File: config.mk
export PLATFORM = sky130hd
export DESIGN_NAME = stage_sequencer
export DESIGN_NICKNAME = d
export VERILOG_FILES = /design/src/rtl/y86_pkg.sv /design/src/rtl/pc_select.sv /design/src/rtl/stage_sequencer.sv
export SDC_FILE = /design/constraint.sdc
export NUM_CORES = 1
export LEC_CHECK = 0
export BUFFER_PORTS_ARGS = -buffer_cell sky130_fd_sc_hd__clkbuf_2
export CORE_MARGIN = 2
export CORE_UTILIZATION = 45
export DETAILED_ROUTE_END_ITERATION = 6
export GPL_TIMING_DRIVEN = 0
export PLACE_DENSITY = 0.77
export SLEW_MARGIN = 20
export SYNTH_ARGS = -nofsm -noshare
export SYNTH_HDL_FRONTEND = slang
export SYNTH_SLANG_ARGS = --single-unit
File: constraint.sdc
create_clock -name clk -period 3.75 [get_ports clk]
set_input_delay 0.1875 -clock clk [delete_from_list [all_inputs] [get_ports clk]]
set_output_delay 0.1875 -clock clk [all_outputs]
set_load 0.02 [all_outputs]
File: src/rtl/y86_pkg.sv
// Shared definitions for the Y86 stage sequencer: instruction codes,
// status codes, the sequencer state set and a counter increment helper.
package y86_pkg;

    // Instruction codes as presented by the fetch unit
    localparam logic [3:0] IHALT   = 4'd0;
    localparam logic [3:0] INOP    = 4'd1;
    localparam logic [3:0] IRRMOVQ = 4'd2;
    localparam logic [3:0] IIRMOVQ = 4'd3;
    localparam logic [3:0] IRMMOVQ = 4'd4;
    localparam logic [3:0] IMRMOVQ = 4'd5;
    localparam logic [3:0] IOPQ    = 4'd6;
    localparam logic [3:0] IJXX    = 4'd7;
    localparam logic [3:0] ICALL   = 4'd8;
    localparam logic [3:0] IRET    = 4'd9;
    localparam logic [3:0] IPUSHQ  = 4'd10;
    localparam logic [3:0] IPOPQ   = 4'd11;

    // Processor status codes
    typedef enum logic [2:0] {
        STAT_AOK = 3'd1,
        STAT_HLT = 3'd2,
        STAT_ADR = 3'd3,
        STAT_INS = 3'd4
    } stat_t;

    // Sequencer states
    typedef enum logic [3:0] {
        S_IDLE,
        S_FETCH,
        S_DECODE,
        S_EXECUTE,
        S_MEMORY,
        S_WRITEBACK,
        S_PCUPD,
        S_PAUSE,
        S_STOP
    } state_t;

    // Increment a 32-bit counter, either holding at all-ones or wrapping
    function automatic logic [31:0] cnt_inc(input logic [31:0] value, input logic sat);
        if (sat && (&value))
            return value;
        return value + 32'd1;
    endfunction

endpackage

File: src/rtl/pc_select.sv
// Combinational next-PC selection from the instruction code and the
// condition bit captured during execute. Plain selection, no adjustment.
module pc_select
    import y86_pkg::*;
(
    input  logic [3:0]  icode,
    input  logic        cnd,
    input  logic [63:0] valC,
    input  logic [63:0] valP,
    input  logic [63:0] valM,
    output logic [63:0] new_pc
);

    // Pick the branch target, return address or fall-through address
    always_comb begin
        // NOTE: a default assignment first keeps every path driven, so no latch is inferred.
        new_pc = valP;
        case (icode)
            ICALL:   new_pc = valC;
            IJXX:    new_pc = cnd ? valC : valP;
            IRET:    new_pc = valM;
            default: new_pc = valP;
        endcase
    end

endmodule

File: src/rtl/stage_sequencer.sv
// Multi-cycle Y86 stage sequencer: walks each instruction through
// fetch, decode, execute, memory, writeback and PC update, with
// optional single-step pausing, error stop and retire/busy counters.
module stage_sequencer
    import y86_pkg::*;
#(
    parameter logic [63:0] START_PC = 64'd0,
    parameter logic        SAT_CNT  = 1'b1
) (
    input  logic        clk,
    input  logic        rst_n,
    input  logic        start,
    input  logic        step_mode,
    input  logic        step,
    input  logic [3:0]  icode,
    input  logic        instr_val,
    input  logic        imem_er,
    input  logic        halt,
    input  logic        cnd,
    input  logic [63:0] valC,
    input  logic [63:0] valP,
    input  logic [63:0] valM,
    input  logic        dmem_er,
    output logic [63:0] pc,
    output logic        fetch_en,
    output logic        decode_en,
    output logic        exec_en,
    output logic        mem_en,
    output logic        wb_en,
    output logic [2:0]  stat,
    output logic        busy,
    output logic [31:0] instr_count,
    output logic [31:0] cycle_count
);

    state_t      state;
    state_t      nxt_state;
    stat_t       stat_q;
    stat_t       nxt_stat;
    logic        cnd_q;
    logic [1:0]  rst_sync;
    logic        run_ok;
    logic [63:0] new_pc;
    logic        launch;

    assign stat   = stat_q;
    assign run_ok = rst_sync[1];
    assign launch = (state == S_IDLE) && (nxt_state == S_FETCH);

    pc_select u_pc_select (
        .icode  (icode),
        .cnd    (cnd_q),
        .valC   (valC),
        .valP   (valP),
        .valM   (valM),
        .new_pc (new_pc)
    );

    // Reset release is re-timed so the sequencer leaves IDLE only after two clean edges
    always_ff @(posedge clk or negedge rst_n) begin
        if (!rst_n)
            rst_sync <= 2'b00;
        else
            rst_sync <= {rst_sync[0], 1'b1};
    end

    // Next-state and next-status decision for the current stage
    always_comb begin
        nxt_state = state;
        nxt_stat  = stat_q;
        case (state)
            S_IDLE: begin
                if (start && run_ok) begin
                    nxt_state = S_FETCH;
                    nxt_stat  = STAT_AOK;
                end
            end
            S_FETCH: begin
                if (imem_er) begin
                    nxt_state = S_STOP;
                    nxt_stat  = STAT_ADR;
                end else if (!instr_val) begin
                    nxt_state = S_STOP;
                    nxt_stat  = STAT_INS;
                end else if (halt) begin
                    nxt_state = S_STOP;
                    nxt_stat  = STAT_HLT;
                end else begin
                    nxt_state = S_DECODE;
                end
            end
            S_DECODE:    nxt_state = S_EXECUTE;
            S_EXECUTE:   nxt_state = S_MEMORY;
            S_MEMORY: begin
                if (dmem_er) begin
                    nxt_state = S_STOP;
                    nxt_stat  = STAT_ADR;
                end else begin
                    nxt_state = S_WRITEBACK;
                end
            end
            S_WRITEBACK: nxt_state = S_PCUPD;
            S_PCUPD:     nxt_state = step_mode ? S_PAUSE : S_FETCH;
            S_PAUSE:     nxt_state = step ? S_FETCH : S_PAUSE;
            S_STOP:      nxt_state = S_STOP;
            default:     nxt_state = S_IDLE;
        endcase
    end

    // Registered state, status, strobes, PC, condition bit and counters
    always_ff @(posedge clk or negedge rst_n) begin
        if (!rst_n) begin
            state       <= S_IDLE;
            stat_q      <= STAT_AOK;
            pc          <= START_PC;
            cnd_q       <= 1'b0;
            fetch_en    <= 1'b0;
            decode_en   <= 1'b0;
            exec_en     <= 1'b0;
            mem_en      <= 1'b0;
            wb_en       <= 1'b0;
            busy        <= 1'b0;
            instr_count <= 32'd0;
            cycle_count <= 32'd0;
        end else begin
            // NOTE: non-blocking assignments so every register samples pre-edge values.
            state     <= nxt_state;
            stat_q    <= nxt_stat;
            fetch_en  <= (nxt_state == S_FETCH);
            decode_en <= (nxt_state == S_DECODE);
            exec_en   <= (nxt_state == S_EXECUTE);
            mem_en    <= (nxt_state == S_MEMORY);
            wb_en     <= (nxt_state == S_WRITEBACK);
            busy      <= (nxt_state != S_IDLE) && (nxt_state != S_STOP);

            if (state == S_EXECUTE)
                cnd_q <= cnd;

            if (launch)
                pc <= START_PC;
            else if (state == S_PCUPD)
                pc <= new_pc;

            if (launch) begin
                instr_count <= 32'd0;
                cycle_count <= 32'd0;
            end else begin
                if (busy)
                    cycle_count <= cnt_inc(cycle_count, SAT_CNT);
                if (state == S_PCUPD)
                    instr_count <= cnt_inc(instr_count, SAT_CNT);
            end
        end
    end

endmodule

==> impl_metrics.ini <==
[outcome]
outcome = completed

[critical_path]
path_max_fanout = 10
cp_top_family = buffers and inverters
crit_slowest_cell = buf_1
worst-path-buf-inv = 3
cp_cell_sequence = clkbuf_1 -> nor4_1 -> nand3_1 -> clkbuf_1 -> buf_1 -> o311ai_0
endpoint_kind = flip-flop
crit_top_cell = clkbuf_1
crit_path_start_kind = flip-flop
critical_path_class = flip-flop to flip-flop
cpPeakStageDelay_ns = 0.58
required_ns = 4.00
arrival_ns = 2.89

[pwr]
leakage_nw = 5.069
switchingPower_w = 0.001136
comb_power_share_pct = 15.6
peakVddDrop_uv = 322.5
clockPowerShare_pct = 44.4
swShare_pct = 26.99
power_density_mw_per_mm2 = 391.3
seq_power_share_pct = 40.0
p_int_w = 0.003072

[placement]
dp_hpwl_um = 21130
preCtsSetupSlack_ns = 1.145
place_inst = 1400
portBuffers = 342
gp_congestion = 0.9928

[clock_network]
clk_pin_slew_ns = 0.06
cts_resized = 0
clock_path_buffers = 2
post_cts.repair.setup_buffers = 0
cts_htree_levels = 4
cts_buffers = 17
tritoncts = yes
root_buffer = clkbuf_16
clock_sinks = 144
clock_latency_ns = 0.43

[final_layout]
regArea_mm2 = 0.003605
nets = 1467
area_growth_pct = 43.80
drive_gt1_share_pct = 31.29
multi_input_area_mm2 = 0.003571
nFillCells = 1353
final_common_cell = clkbuf_2
stdcell_count = 1493
most-common-layout-cells = clkbuf_2 (341), dfrtp_1 (143), a21oi_1 (108), nand2_1 (100), o21ai_0 (99)

[drt]
via_per_inst = 5.827
drt_iter0_markers = 681
vias = 8699
drc = 0
postRouteAntennaNets = 0
wl_per_cell_um = 19.38
wl_um = 28930
dr.pass1.iters = 5

[logic_synthesis]
synth-compound-area-share_pct = 25.45
synthArstFlopShare_pct = 100.0
synthXorXnorAreaFrac_pct = 0.7027
synthDistinctLibCells = 58
synth-seq-cells = 144
synth.net_count = 1045
syn_area_per_cell_um2 = 8.935
synth-adder-area-share_pct = 0.3346
synth-simple-area-share_pct = 20.38
ys.flop_type = dfrtp_1
synthMuxAreaShare_pct = 0.8365
seq_area_frac_synth_pct = 48.20
netlist_instances = 837
ys_warn_count = 0
syn_area_mm2 = 0.007478
synth-edff-count = 0
synth_top_family_by_area = compound AO/OA/AOI/OAI gates

[global_route]
grt_pass1_vias = 8306
grt_overflow = 0
grt_usage_pct = 32.32
antenna_found_initial = 1
grt_max_degree = 75
grt_pass1_wl_um = 44640

[min_path]
worstHoldPathType = input port to flip-flop

[sta]
setup_ws_ns = 1.106
whs_ns = 0.01008
fin_crit_ns = 2.644
worst_pin_slew_ns = 0.9063
max_freq_mhz = 378.3
maxSlewViolCount = 0
hold_violations = 0
rsz0062_at_grt = no
final.period_utilization_pct = 70.50
finalSetupViolCount = 0
skew_ns = 0.007657
max_slew_margin_pct = 38.62

[floorplanning]
dieArea_mm2 = 0.01767
num_rows = 47
die_w_um = 132.9
start_util_pct = 45.58
fp.dieH_um = 132.9
core_mm2 = 0.01641
io_pins = 343

[run]
cap_viol_max_count = 0
[metrics by stage]
stage	util (%)	area, µm²	power, W	setup TNS [ns]
after global routing	65.53	10750	0.004337	0
after global placement	57.69	9465	0.002289	-3.121
after floorplan	-	7478	0.001996	0
after detailed placement	57.91	9502	0.002302	0
final	65.55	10750	0.004208	0
after CTS	65.53	10750	0.004203	0
[layout make-up]
cell class / count / share of cell area [%]
tap: 220 / 2.560
buffer: 65 / 2.362
sequential: 144 / 33.52
timing repair buffer: 403 / 21.84
inverter: 13 / 0.4538
multi-input combinational: 615 / 33.21
clock inverter: 10 / 1.443
antenna: 1 / 0.02327
clock buffer: 22 / 4.596
[flip-flops by register name, summed over array words and instances, names as in the netlist]
register / count
rst_sync: 2
mem_en: 1
wb_en: 1
fetch_en: 1
cnd_q: 1
cycle_count: 32
exec_en: 1
instr_count: 32
decode_en: 1
busy: 1
state: 4
stat: 3
pc: 64
[worst reg2reg max path: cells and delay by family (launching register included)]
family	cells	cell delay, ns
buf+inv	3	1.37
simple gates	2	0.46
flops	1	0.37
compound gates	1	0.27
[routing by layer]
metal,global-route usage (%),wire length (µm)
met1,42.61,11470
met2,50.86,13700
met3,9.770,2898
met4,11.17,849
met5,0,13
[Yosys cell counts (all sizes together), types with 8 or more instances]
cell type	number	area share (%)
nand2	100	5.0
a221oi	64	7.5
nand3	32	2.2
o21ai	100	6.7
buf	11	0.69
nor2	32	1.6
dfrtp	143	48
nand4	28	2.4
clkbuf	54	2.7
or3	33	2.8
a21oi	108	7.2
o31ai	12	1.4
and3	8	0.67
inv	13	0.65
or4	15	1.6
nor3	10	0.89
[power by group through the flow]
| stage | combinational [W] | clock, W | sequential [W] |
|---|---|---|---|
| 3_3_place_gp | 0.000584 | 0 | 0.00171 |
| 5_1_grt | 0.000710 | 0.00194 | 0.00169 |
| 6_report | 0.000656 | 0.00187 | 0.00168 |
| 2_1_floorplan | 0.000252 | 0 | 0.00174 |
| 4_1_cts | 0.000648 | 0.00188 | 0.00168 |
| 3_5_place_dp | 0.000597 | 0 | 0.00171 |
[path summary, 6_finish.rpt]
| kind | startpoint | endpoint | slack (ns) | cells past startpoint |
|---|---|---|---|---|
| setup reg to reg | state[2]$_DFF_PN0_ | busy$_DFF_PN0_ | 1.11 | 6 |
| max in group asynchronous | rst_n | stat[0]$_DFFE_PN1P_ | 2.64 | 3 |
| setup / recovery | state[2]$_DFF_PN0_ | busy$_DFF_PN0_ | 1.11 | 6 |
| hold / removal | valC[58] | pc[58]$_DFFE_PN0P_ | 0.01 | 3 |
| min in group asynchronous | rst_n | cycle_count[17]$_DFFE_PN0P_ | 0.34 | 2 |
| hold reg to reg | rst_sync[0]$_DFF_PN0_ | rst_sync[1]$_DFF_PN0_ | 0.35 | 0 |
[cells by family after synthesis]
logic type                 after synthesis
muxes                                    6
AOI/OAI and AO/OA                      308
adders and majority gates                2
other                                    1
DFF                                    144
xor gates and xnor gates                 6
buffers and inverters                   78
and+or+nand+nor                        292
[timing repair]
item                       CTS  global route
hold buffers                60             0
hold endpoints to repair   129             0
setup endpoints to repair    0             0
Power figures use the tool's default switching activity.
